$ cat src/rtl/wide_add_sequencer_pkg.sv
// Shared types and constants for the multi-word add sequencer.
// Provides the FSM state encoding and a word-select helper for wide vectors.
package wide_add_pkg;

    typedef enum logic [1:0] {
        IDLE,
        WAIT,
        DONE
    } state_e;

    localparam int WORD_W          = 16;
    localparam int ADD_LAT_DEFAULT = 2;
    localparam int MAX_WORDS       = 16;
    localparam int PAD_W           = WORD_W * MAX_WORDS;

    // Word i occupies bits [WORD_W*i +: WORD_W]; callers zero-extend to PAD_W.
    function automatic logic [WORD_W-1:0] word_sel(input logic [PAD_W-1:0] v, input int i);
        return v[i*WORD_W +: WORD_W];
    endfunction

endpackage

$ cat src/rtl/wide_add_sequencer_if.sv
// Bundle of the operand/result handshakes and the adder-side port of the sequencer.
// The slave modport is the sequencer; the master modport is its parent (requester + adder).
interface wide_add_sequencer_if
    import wide_add_pkg::*;
#(
    parameter int W     = WORD_W,
    parameter int WORDS = 4
);
    logic               in_valid;
    logic               in_ready;
    logic [W*WORDS-1:0] a;
    logic [W*WORDS-1:0] b;
    logic               cin;
    logic               out_valid;
    logic               out_ready;
    logic [W*WORDS-1:0] sum;
    logic               cout;
    logic [W-1:0]       add_a;
    logic [W-1:0]       add_b;
    logic               add_cin;
    logic [W-1:0]       add_sum;
    logic               add_cout;
    logic               busy;

    modport master (
        output in_valid, a, b, cin, out_ready, add_sum, add_cout,
        input  in_ready, out_valid, sum, cout, add_a, add_b, add_cin, busy
    );

    modport slave (
        input  in_valid, a, b, cin, out_ready, add_sum, add_cout,
        output in_ready, out_valid, sum, cout, add_a, add_b, add_cin, busy
    );

endinterface

$ cat src/rtl/wide_add_sequencer.sv
// Feeds a registered W-bit adder one word at a time, LSW first, chaining carries,
// and reassembles the WORDS*W-bit sum behind a valid/ready result handshake.
module wide_add_sequencer
    import wide_add_pkg::*;
#(
    parameter int W       = WORD_W,
    parameter int WORDS   = 4,
    parameter int ADD_LAT = ADD_LAT_DEFAULT
) (
    input  logic                clk,
    input  logic                reset,
    wide_add_sequencer_if.slave bus
);

    localparam int N     = W * WORDS;
    localparam int IDX_W = $clog2(WORDS);
    localparam int CNT_W = $clog2(ADD_LAT + 1);

    state_e             state_q,     state_d;
    logic [IDX_W-1:0]   idx_q,       idx_d;
    logic [CNT_W-1:0]   cnt_q,       cnt_d;
    logic [N-1:0]       a_q,         a_d;
    logic [N-1:0]       b_q,         b_d;
    logic [N-1:0]       sum_q,       sum_d;
    logic               cout_q,      cout_d;
    logic               out_valid_q, out_valid_d;
    logic [W-1:0]       add_a_q,     add_a_d;
    logic [W-1:0]       add_b_q,     add_b_d;
    logic               add_cin_q,   add_cin_d;

    always_comb begin
        state_d     = state_q;
        idx_d       = idx_q;
        cnt_d       = cnt_q;
        a_d         = a_q;
        b_d         = b_q;
        sum_d       = sum_q;
        cout_d      = cout_q;
        out_valid_d = out_valid_q;
        add_a_d     = add_a_q;
        add_b_d     = add_b_q;
        add_cin_d   = add_cin_q;

        case (state_q)
            IDLE: begin
                if (bus.in_valid) begin
                    a_d       = bus.a;
                    b_d       = bus.b;
                    idx_d     = '0;
                    add_a_d   = word_sel(PAD_W'(bus.a), 0);
                    add_b_d   = word_sel(PAD_W'(bus.b), 0);
                    add_cin_d = bus.cin;
                    cnt_d     = CNT_W'(ADD_LAT);
                    state_d   = WAIT;
                end
            end
            WAIT: begin
                // The counter reaching zero means the adder output now reflects the held inputs.
                if (cnt_q != '0) begin
                    cnt_d = cnt_q - 1'b1;
                end else begin
                    sum_d[idx_q*W +: W] = bus.add_sum;
                    if (idx_q != IDX_W'(WORDS - 1)) begin
                        idx_d     = idx_q + 1'b1;
                        add_a_d   = word_sel(PAD_W'(a_q), int'(idx_q) + 1);
                        add_b_d   = word_sel(PAD_W'(b_q), int'(idx_q) + 1);
                        add_cin_d = bus.add_cout;
                        cnt_d     = CNT_W'(ADD_LAT);
                    end else begin
                        cout_d      = bus.add_cout;
                        out_valid_d = 1'b1;
                        state_d     = DONE;
                    end
                end
            end
            DONE: begin
                if (bus.out_ready) begin
                    out_valid_d = 1'b0;
                    state_d     = IDLE;
                end
            end
            default: begin
                state_d = IDLE;
            end
        endcase
    end

    always_ff @(posedge clk or posedge reset) begin
        if (reset) begin
            state_q     <= IDLE;
            idx_q       <= '0;
            cnt_q       <= '0;
            a_q         <= '0;
            b_q         <= '0;
            sum_q       <= '0;
            cout_q      <= 1'b0;
            out_valid_q <= 1'b0;
            add_a_q     <= '0;
            add_b_q     <= '0;
            add_cin_q   <= 1'b0;
        end else begin
            state_q     <= state_d;
            idx_q       <= idx_d;
            cnt_q       <= cnt_d;
            a_q         <= a_d;
            b_q         <= b_d;
            sum_q       <= sum_d;
            cout_q      <= cout_d;
            out_valid_q <= out_valid_d;
            add_a_q     <= add_a_d;
            add_b_q     <= add_b_d;
            add_cin_q   <= add_cin_d;
        end
    end

    assign bus.in_ready  = (state_q == IDLE);
    assign bus.busy      = (state_q != IDLE);
    assign bus.out_valid = out_valid_q;
    assign bus.sum       = sum_q;
    assign bus.cout      = cout_q;
    assign bus.add_a     = add_a_q;
    assign bus.add_b     = add_b_q;
    assign bus.add_cin   = add_cin_q;

endmodule

$ cat src/flat_wrapper.sv
// flat-port wrapper written by rule: the top's interface ports become plain ports
module wide_add_sequencer_flat import wide_add_pkg::*;
#(
    parameter int W       = WORD_W,
    parameter int WORDS   = 4,
    parameter int ADD_LAT = ADD_LAT_DEFAULT
)
  (clk, reset, bus_in_valid, bus_a, bus_b, bus_cin, bus_out_ready, bus_add_sum, bus_add_cout, bus_in_ready, bus_out_valid, bus_sum, bus_cout, bus_add_a, bus_add_b, bus_add_cin, bus_busy);
  wide_add_sequencer_if #(.W(W), .WORDS(WORDS)) bus_i ();
  input  logic clk;
  input  logic reset;
  input wire logic [$bits(bus_i.in_valid)-1:0] bus_in_valid;
  input wire logic [$bits(bus_i.a)-1:0] bus_a;
  input wire logic [$bits(bus_i.b)-1:0] bus_b;
  input wire logic [$bits(bus_i.cin)-1:0] bus_cin;
  input wire logic [$bits(bus_i.out_ready)-1:0] bus_out_ready;
  input wire logic [$bits(bus_i.add_sum)-1:0] bus_add_sum;
  input wire logic [$bits(bus_i.add_cout)-1:0] bus_add_cout;
  output wire logic [$bits(bus_i.in_ready)-1:0] bus_in_ready;
  output wire logic [$bits(bus_i.out_valid)-1:0] bus_out_valid;
  output wire logic [$bits(bus_i.sum)-1:0] bus_sum;
  output wire logic [$bits(bus_i.cout)-1:0] bus_cout;
  output wire logic [$bits(bus_i.add_a)-1:0] bus_add_a;
  output wire logic [$bits(bus_i.add_b)-1:0] bus_add_b;
  output wire logic [$bits(bus_i.add_cin)-1:0] bus_add_cin;
  output wire logic [$bits(bus_i.busy)-1:0] bus_busy;
  assign bus_i.in_valid = bus_in_valid;
  assign bus_i.a = bus_a;
  assign bus_i.b = bus_b;
  assign bus_i.cin = bus_cin;
  assign bus_i.out_ready = bus_out_ready;
  assign bus_i.add_sum = bus_add_sum;
  assign bus_i.add_cout = bus_add_cout;
  assign bus_in_ready = bus_i.in_ready;
  assign bus_out_valid = bus_i.out_valid;
  assign bus_sum = bus_i.sum;
  assign bus_cout = bus_i.cout;
  assign bus_add_a = bus_i.add_a;
  assign bus_add_b = bus_i.add_b;
  assign bus_add_cin = bus_i.add_cin;
  assign bus_busy = bus_i.busy;
  wide_add_sequencer #(.W(W), .WORDS(WORDS), .ADD_LAT(ADD_LAT)) u_core (.clk(clk), .reset(reset), .bus(bus_i));
endmodule
$ cat config.mk
export PLATFORM = sky130hd
export DESIGN_NAME = wide_add_sequencer_flat
export DESIGN_NICKNAME = d
export VERILOG_FILES = /design/src/rtl/wide_add_sequencer_pkg.sv /design/src/rtl/wide_add_sequencer_if.sv /design/src/rtl/wide_add_sequencer.sv /design/src/flat_wrapper.sv
export SDC_FILE = /design/constraint.sdc
export NUM_CORES = 1
export LEC_CHECK = 0
export ABC_AREA = 1
export BUFFER_PORTS_ARGS = -buffer_cell sky130_fd_sc_hd__buf_2
export CAP_MARGIN = 20
export CORE_MARGIN = 2
export CORE_UTILIZATION = 40
export CTS_CLUSTER_DIAMETER = 80
export DETAILED_ROUTE_END_ITERATION = 7
export MAX_ROUTING_LAYER = met4
export PLACE_DENSITY = 0.66
export RECOVER_POWER = 50
export SLEW_MARGIN = 25
export SYNTH_ARGS = -nofsm -noshare
export SYNTH_HDL_FRONTEND = slang
export SYNTH_SLANG_ARGS = --single-unit
$ cat constraint.sdc
create_clock -name clk -period 9.65 [get_ports clk]
set_input_delay 0.965 -clock clk [delete_from_list [all_inputs] [get_ports clk]]
set_output_delay 0.965 -clock clk [all_outputs]
set_load 0.1 [all_outputs]
# Word-level counts from Yosys, hierarchy flattened
# Cells that the tools add are included.
# classes
add_sub_neg,4
n_eq_ne,9
shifts,4
mux,30
n_bitwise,2
reduce_logical,12
# ops
op,n
indexed part select 256 x 32 -> 16 bit,2
2-to-1 mux 16 bit,6
bitwise mux 64 bit,1
case mux 16 bit (2 select lines),2
variable shift 16 x 34 -> 64 bit (first input constant),1
indexed part select 16 x 34 -> 64 bit,1
negation 6 -> 34 bit,1
2-to-1 mux 2 bit,10
AND reduction 4 bit,3
inequality test 2 bit (second input constant),5
case mux 2 bit (2 select lines),2
nonzero test 2 bit,4
2-to-1 mux 1 bit,6
case mux 2 bit (3 select lines),1
AND reduction 3 bit,2
case mux 1 bit (2 select lines),2
AND reduction 2 bit,2
adder 2 x 1 -> 3 bit (second input constant),1
inequality test 3 x 1 -> 1 bit (second input constant),1
adder 2 x 1 -> 2 bit (second input constant),1
equality test 2 x 1 -> 1 bit (second input constant),1
equality test 2 bit (second input constant),1
zero test 2 bit,1
inequality test 2 x 1 -> 1 bit (second input constant),1
other kinds (2),3
# totals
regBits,233
input_bits,150
wordCells,72

# Depth between registers and ports, before layout
# Gate-level depths: netlist of the first run.
# logic_depth
word_depth,5
depth_mapped,9

# Worst setup path after synthesis of the first run
# No wires, ideal clock.
# synth_path
kind,register -> output
start,register u_core.state_q[1]
end,output bus_busy
arrival_ps,1604
t_required_ps,8685
setup_slack_ps,7081
stages_incl_launch_ff,3
cell_sequence,dfrtp_1 > nor2_4 > inv_1
# synth_between
elab_chain_cells,1
# synth_lines
element,line_no,rtl
start: declaration,wide_add_sequencer.sv:19,"state_e state_q, state_d;"
start signal: assignment,wide_add_sequencer.sv:102,state_q <= state_d;
nonzero test 2 bit,wide_add_sequencer.sv:117,assign bus.busy = (state_q != IDLE);
end: declaration,flat_wrapper.sv:26,output wire logic [$bits(bus_i.busy)-1:0] bus_busy;
# Every way passes these cells.

==> results of run 1 <==
[cell usage in the layout, fill, tap and decap left out]
cell,count
o21ai_1,15
clkbuf_1,30
nor3_1,12
nor2_4,1
buf_6,2
o31ai_1,1
diode_2,12
nand2_4,1
clkinvlp_2,2
nor2_1,19
nor2_2,3
ha_1,8
nand3_1,147
dfrtp_1,201
inv_2,5
nor3_4,1
clkinv_2,3
o21a_1,1
nand3_4,1
nor2_8,3
clkinv_1,16
o21ai_0,118
clkbuf_8,7
inv_4,2
or2_2,32
buf_4,4
buf_2,226
nand2_1,455
inv_1,111
nand2_2,2
clkbuf_16,23
[logic make-up (layout without fill, tap and decap cells)]
group / count (synthesis) / after routing / synth area share [%]
simple gates: 677 / 677 / 30.3
flops: 201 / 201 / 51.9
fa+ha+maj: 8 / 8 / 1.03
compound gates: 135 / 135 / 7.02
other cells: 0 / 12 / 0
buf+inv: 209 / 431 / 9.73
[layer usage]
metal	wire (um)	share of wire (%)	vias to the layer above
met1	11800	44	4068
met5	0	0	-
met4	426	1.6	0
met2	12400	46	283
met3	2160	8.0	34
li1	-	-	4273
[final cells by class]
class / instances / area share (%)
Timing Repair Buffer: 256 / 10.9
Inverter: 136 / 4.44
Multi-Input combinational cell: 820 / 31.8
Clock buffer: 36 / 5.95
Clock inverter: 3 / 0.129
Sequential cell: 201 / 43.1
Antenna cell: 12 / 0.257
Tap cell: 319 / 3.42
[Yosys cell counts]
| cell type | n | area (um2) |
|---|---|---|
| o21ai_0 | 108 | 541 |
| nor2_2 | 1 | 6.26 |
| nand2_8 | 1 | 20.0 |
| inv_2 | 6 | 22.5 |
| buf_8 | 2 | 30.0 |
| o31ai_1 | 1 | 7.51 |
| nor2_4 | 2 | 22.5 |
| nand2_1 | 453 | 1700 |
| nor3_1 | 12 | 60.1 |
| clkinv_1 | 16 | 60.1 |
| buf_1 | 4 | 15.0 |
| o21ai_1 | 25 | 125 |
| clkbuf_1 | 28 | 105 |
| buf_4 | 8 | 60.1 |
| o21a_1 | 1 | 7.51 |
| nand2_4 | 2 | 22.5 |
| inv_1 | 112 | 420 |
| or2_2 | 32 | 200 |
| ha_1 | 8 | 100 |
| dfrtp_1 | 201 | 5030 |
| nand3_4 | 1 | 17.5 |
| nor2_8 | 3 | 60.1 |
| nand2_2 | 2 | 12.5 |
| buf_6 | 10 | 113 |
| buf_2 | 20 | 100 |
| nand3_1 | 147 | 736 |
| nor2_1 | 20 | 75.1 |
| inv_4 | 2 | 12.5 |
| clkbuf_2 | 1 | 5.00 |
| nor3_2 | 1 | 10.0 |
[registers in the layout, indices dropped and copies added (netlist names)]
register,flops
u_core.bus.sum,64
u_core.a_q,48
u_core.b_q,48
u_core.bus.add_a,16
u_core.bus.add_b,16
u_core.cnt_q,2
u_core.idx_q,2
u_core.state_q,2
u_core.bus.add_cin,1
u_core.bus.cout,1
u_core.bus.out_valid,1
[tightest hold or removal path, cell delays in order, from the launching register on]
cell and delay (ns):
dfrtp_1 0.34, nand2_1 0.05, nand2_1 0.05
[final timing paths]
check / slack [ns] / endpoint
setup / recovery: 4.99 / u_core.b_q[57]$_DFFE_PP0P_
max in group clk: 5.47 / u_core.a_q[38]$_DFFE_PP0P_
hold / removal: 0.48 / u_core.a_q[52]$_DFFE_PP0P_
min in group asynchronous: 2.09 / u_core.bus.cout$_DFFE_PP0P_
hold reg to reg: 0.48 / u_core.a_q[52]$_DFFE_PP0P_
setup reg to reg: 5.47 / u_core.a_q[38]$_DFFE_PP0P_
[stage by stage]
stage          cells  utilization, %  instance area [um2]  worst slack (ns)  hold WS (ns)
5_1_grt         1781            49.4                11700              4.04         0.494
6_report        1783            49.4                11700              4.99         0.476
2_1_floorplan   1230               -                 9700              3.20         0.449
4_1_cts         1771            49.5                11700              6.28         0.480
3_3_place_gp    1732            46.5                11000              6.43         0.459
3_5_place_dp    1732            46.5                11000              6.32         0.460
==> impl_metrics.tcl, run 1 <==
set metrics [dict create \
    period_share_pct 48.3 \
    wl_per_cell_um 15.0 \
    viasPerCell 4.86 \
    place.gp.congestion 0.823 \
    slew_violations 204 \
    setup_viol 0 \
    ioPinCount 251 \
    start_util_pct 41.1 \
    syn-num-nets 1388 \
    end_kind "asynchronous set/reset pin" \
    crit_fanout 123 \
    grt.busiest_layer "met2" \
    fin_crit_ns 4.66 \
    status "finished, violations left" \
    port_buffers 250 \
    post_cts_buffers 0 \
    drc 0 \
    die_y_um 160 \
    hold_depth 2 \
    multi_input_area_mm2 0.00370 \
    drt_wl_total_um 26800 \
    cp_top_family "buffers and inverters" \
    setup_tns_ns 0 \
    cts_tree "built" \
    cp.required_ns 9.24 \
    synth_seq_cells 201 \
    clk_pin_slew_ns 0.06 \
    grtUsageMet1_pct 28.0 \
    postCtsHoldBufs 0 \
    track_usage_pct 21.6 \
    arrival_ns 4.26 \
    dpl.hpwl_um 17500 \
    area.growth.synth_to_final_pct 20.3 \
    seq_area_frac_synth_pct 51.9 \
    die-area_mm2 0.0255 \
    crit_start "reset" \
    htreeDepth 1 \
    ys_types 30 \
    drtIter0Drc 621 \
    cp_num_buf_inv 2 \
    grtUsageMet3_pct 5.06 \
    clk_latency_ns 0.50 \
    antenna_found_initial 10 \
    drive_gt1_share_pct 21.9 \
    final.fill_count 2384 \
    max_stage_delay_ns 2.94 \
    final_nets 1596 \
    violations "max-capacitance violations, max-slew violations" \
    fin_skew_ns 0.0116 \
    post_synth.cell_area_avg_um2 7.88 \
    drtPass1Iterations 5 \
    cp-start-kind "input port" \
    die_w_um 160 \
    rsz0062_at_grt "no" \
    grt_overflow 0 \
    max_freq_mhz 214 \
    grt_pass1_vias 8526 \
    worst_pin_slew_ns 5.54 \
    hold_violations 0 \
    critical_path_class "in -> async" \
    cts_root_buf "clkbuf_16" \
    clk_path_buf_depth 3 \
    cp_cell_sequence "buf_2, clkinvlp_2" \
    ant_nets 0 \
    seqCellArea_mm2 0.00503 \
    cts_buffers 23 \
    clock-sinks 201 \
    rows 56 \
    hp-class "reg -> reg" \
    cts-resized-gates 0 \
    synth_warnings 0 \
    syn-cell-area_mm2 0.00970 \
    slew_headroom_pct -269 \
    hp-start "u_core.a_q[52]$_DFFE_PP0P_" \
    r2r-start "u_core.state_q[0]$_DFFE_PP0P_" \
    worstRegToRegCells 6 \
    grt.met2_usage_pct 34.6 \
    slowest_stage "clkinvlp_2" \
    coreArea_mm2 0.0236 \
    crit_cells 2 \
    netlist_instances 1230 \
    grt_max_degree 124 \
    cap_violations 3 \
    route.vias.total 8658 \
    grt_pass1_wl_um 43800 \
]
Power of run 1 is left out: the tool's default activity adds up to more than one toggle a clock period on the data nets, which glitch-free logic cannot reach.
==> run 2: changes to the inputs <==
--- a/config.mk
+++ b/config.mk
@@ -13,7 +13,7 @@
 export CTS_CLUSTER_DIAMETER = 80
 export DETAILED_ROUTE_END_ITERATION = 7
 export MAX_ROUTING_LAYER = met4
-export PLACE_DENSITY = 0.66
+export PLACE_DENSITY = 0.69
 export RECOVER_POWER = 50
 export SLEW_MARGIN = 25
 export SYNTH_ARGS = -nofsm -noshare
==> constraint.sdc (replaced) <==
create_clock -name clk -period 3.95 [get_ports clk]
set_input_delay 0.395 -clock clk [delete_from_list [all_inputs] [get_ports clk]]
set_output_delay 0.395 -clock clk [all_outputs]
set_load 0.1 [all_outputs]
==> impl_metrics.tcl, run 2 (synthesis results as in run 1) <==
set metrics [dict create \
    status "completed" \
    die_y_um 160 \
    dpl-instance-area_mm2 0.0110 \
    design_area_mm2 0.0118 \
    pre_cts_ws_ns 1.39 \
    seqCellArea_mm2 0.00503 \
    wl_per_cell_um 15.1 \
    final_common_cell "nand2_1" \
    htreeDepth 1 \
    critical_path_class "reg -> reg" \
    cts_root_buf "clkbuf_16" \
    rsz0062_at_grt "no" \
    hold_violations 0 \
    die-area_mm2 0.0255 \
    start_util_pct 41.1 \
    cts_buffers 24 \
    r2r_setup_slack_ns 1.46 \
    slew_violations 0 \
    cp-start-kind "flip-flop" \
    setup_tns_ns 0 \
    antenna_found_initial 1 \
    crit_fanout 37 \
    dpl.hpwl_um 17800 \
    multi_input_area_mm2 0.00373 \
    drc 0 \
    viasPerCell 4.91 \
    route.vias.total 8726 \
    track_usage_pct 21.5 \
    final_cell_mix "nand2_1, buf_2, dfrtp_1" \
    coreArea_mm2 0.0236 \
    grt_pass1_wl_um 43600 \
    arrival_ns 2.95 \
    drt_wl_total_um 26800 \
    die_w_um 160 \
    clk_path_buf_depth 3 \
    port_buffers 250 \
    postCtsHoldBufs 0 \
    ioPinCount 251 \
    ant_nets 0 \
    fin_crit_ns 2.49 \
    cts-resized-gates 0 \
    period_share_pct 63.1 \
    clk_pin_slew_ns 0.06 \
    cap_violations 0 \
    setup_viol 0 \
    worst_slack_ns 1.46 \
    post_cts_buffers 0 \
    grt_pass1_vias 8396 \
    area.growth.synth_to_final_pct 21.9 \
    largest_register_ffs 64 \
    clock-sinks 201 \
    final_nets 1600 \
    rows 56 \
    max_freq_mhz 401 \
    cp.required_ns 4.41 \
    grt_max_degree 135 \
    worst_pin_slew_ns 1.23 \
    place.gp.congestion 0.856 \
    whs_ns 0.0670 \
    drtIter0Drc 625 \
    end_kind "flip-flop" \
    final.fill_count 2336 \
    slew_headroom_pct 18.0 \
    grt_overflow 0 \
    cts_tree "built" \
    fin_skew_ns 0.0179 \
    drive_gt1_share_pct 21.3 \
    clk_latency_ns 0.52 \
    hp-class "in -> async" \
    drtPass1Iterations 6 \
]
run 2: changes by cell type in the layout (fill, tap and decap cells not counted), moves of 3 or more:
cell and change:
buf_12 +3, buf_2 -23, clkbuf_1 +18, clkinvlp_4 +4
diode_2 -11, o21ai_0 -10, o21ai_1 +10
run 2: through the flow:
step                instances  util (%)
finish                   1779      50.1
global route             1779      50.1
CTS                      1778      50.3
detailed placement       1735      46.7
global placement         1735      46.7
floorplan                1230         -
run 2: final timing paths:
check	from	to	cells after the start
worst min-delay path	reset	u_core.bus.sum[33]$_DFFE_PP0P_	3
worst max-delay path	u_core.idx_q[1]$_DFFE_PP0P_	u_core.bus.sum[23]$_DFFE_PP0P_	7
min in group clk	bus_b[51]	u_core.b_q[51]$_DFFE_PP0P_	3
worst min register to register	u_core.a_q[48]$_DFFE_PP0P_	u_core.a_q[48]$_DFFE_PP0P_	2
worst max register to register	u_core.idx_q[1]$_DFFE_PP0P_	u_core.bus.sum[23]$_DFFE_PP0P_	7
max in group asynchronous	reset	u_core.b_q[61]$_DFFE_PP0P_	3
run 2: worst max-delay path: stages, from the launching register on:
cell     delay (ns)
dfrtp_1        0.32
buf_4          0.38
inv_1          0.17
ha_1           0.41
inv_1          0.09
nor2_1         0.79
nand3_1        0.17
nand2_1        0.10
run 2: layout make-up:
cell class / instances / area share (%)
Timing Repair Buffer: 259 / 11.0
Clock buffer: 33 / 6.14
Multi-Input combinational cell: 820 / 31.5
Sequential cell: 201 / 42.6
Clock inverter: 10 / 0.984
Antenna cell: 1 / 0.0212
Inverter: 136 / 4.39
Tap cell: 319 / 3.38
run 2: routing by layer:
layer	vias up	global-route usage (%)	wire, um
met5	-	-	0
met4	0	4.92	486
met3	38	3.17	1920
met2	329	34.2	12400
met1	4112	29.3	12000
li1	4247	-	-
Power of run 2 is left out for the same reason.
==> run 3: changes to the inputs <==
==> constraint.sdc (replaced) <==
create_clock -name clk -period 2 [get_ports clk]
set_input_delay 0.2 -clock clk [delete_from_list [all_inputs] [get_ports clk]]
set_output_delay 0.2 -clock clk [all_outputs]
set_load 0.1 [all_outputs]
==> impl_metrics.tcl, run 3 (synthesis results as in run 1) <==
set metrics [dict create \
    viasPerCell 4.88 \
    rsz0062_at_grt "no" \
    dpl-instance-area_mm2 0.0112 \
    place.gp.congestion 0.862 \
    r2r-start "u_core.state_q[1]$_DFFE_PP0P_" \
    start_util_pct 41.1 \
    seqCellArea_mm2 0.00503 \
    wl_per_cell_um 14.8 \
    final_nets 1730 \
    drt_wl_total_um 28300 \
    grt_pass1_wl_um 45800 \
    clk_pin_slew_ns 0.06 \
    area.growth.synth_to_final_pct 34.3 \
    drive_gt1_share_pct 23.0 \
    fin_crit_ns 1.81 \
    clk_latency_ns 0.50 \
    setup_tns_ns 0 \
    dpl.hpwl_um 18500 \
    worst_pin_slew_ns 1.05 \
    whs_endpoint "u_core.bus.add_a[11]$_DFFE_PP0P_" \
    drc 0 \
    rows 56 \
    setup_viol 0 \
    status "completed" \
    largest_register_ffs 64 \
    fin_skew_ns 0.00697 \
    die-area_mm2 0.0255 \
    final_common_cell "nand2_1" \
    die_w_um 160 \
    hp-class "in -> reg" \
    worst_slack_ns 0.190 \
    final.fill_count 2195 \
    port_buffers 250 \
    period_share_pct 90.5 \
    cts-resized-gates 0 \
    slew_violations 0 \
    ioPinCount 251 \
    slew_headroom_pct 30.0 \
    worstRegToRegCells 6 \
    cp-start-kind "flip-flop" \
    critical_path_class "reg -> out" \
    hold_violations 0 \
    grt_max_degree 78 \
    timing.rr.end "u_core.a_q[49]$_DFFE_PP0P_" \
    hold_depth 4 \
    grt_overflow 0 \
    r2r_setup_slack_ns 0.21 \
    coreArea_mm2 0.0236 \
    route.vias.total 9310 \
    pre_cts_ws_ns 0.292 \
    antenna_found_initial 2 \
    htreeDepth 1 \
    cts_tree "built" \
    arrival_ns 1.61 \
    cap_violations 0 \
    multi_input_area_mm2 0.00372 \
    whs_ns 0.00936 \
    cp.required_ns 1.80 \
    end_kind "primary output" \
    final_cell_mix "nand2_1, buf_2, dfrtp_1" \
    clk_path_buf_depth 3 \
    drtIter0Drc 714 \
    crit_fanout 4 \
    hp-start "bus_a[11]" \
    track_usage_pct 22.6 \
    cts_root_buf "clkbuf_16" \
    design_area_mm2 0.0130 \
    post_cts_buffers 0 \
    cts_buffers 23 \
    grt_pass1_vias 9060 \
    drtPass1Iterations 5 \
    die_y_um 160 \
    ant_nets 0 \
    max_freq_mhz 553 \
    clock-sinks 201 \
]
run 3: worst max path at each step:
stage,cells past startpoint,to,slack (ns),start
after CTS,2,bus_in_ready,0.17,u_core.state_q[1]$_DFFE_PP0P_
final,2,bus_in_ready,0.19,u_core.state_q[1]$_DFFE_PP0P_
after global placement,7,u_core.bus.add_b[10]$_DFFE_PP0P_,0.33,u_core.idx_q[0]$_DFFE_PP0P_
after detailed placement,7,u_core.bus.add_b[10]$_DFFE_PP0P_,0.29,u_core.idx_q[0]$_DFFE_PP0P_
after global routing,6,u_core.b_q[40]$_DFFE_PP0P_,0.07,u_core.state_q[1]$_DFFE_PP0P_
after floorplan,1,u_core.a_q[16]$_DFFE_PP0P_,-0.80,reset
run 3: area by class of cell:
| cell class | count | share of cell area [%] |
|---|---|---|
| Sequential cell | 201 | 38.6 |
| Multi-Input combinational cell | 820 | 28.6 |
| Inverter | 136 | 3.97 |
| Antenna cell | 2 | 0.0384 |
| Timing Repair Buffer | 390 | 20.2 |
| Tap cell | 319 | 3.06 |
| Clock inverter | 10 | 0.624 |
| Clock buffer | 31 | 4.88 |
run 3: worst max-delay path, cell delays in order, from the launching register on:
cell and delay, ns:
dfrtp_1 0.46, nor2_4 0.20, buf_2 0.45
run 3: repair_timing:
item / 4_1_cts / 5_1_grt
endpoints found under the setup margin: 0 / 0
hold buffers: 113 / 0
hold endpoints to repair: 237 / 0
run 3: through the flow:
stage / cells / util (%)
after floorplan: 1230 / -
after global placement: 1753 / 47.5
after detailed placement: 1753 / 47.5
after CTS: 1907 / 55.3
after global routing: 1909 / 55.2
final: 1909 / 55.2
run 3: layer usage:
metal / up-vias / GRT usage, % / part of all wire (%)
met3: 45 / 3.19 / 6.2
met5: - / - / 0
met4: 0 / 5.58 / 2.0
li1: 4509 / - / -
met1: 4409 / 29.5 / 44
met2: 347 / 37.5 / 48
Power of run 3 is left out for the same reason.
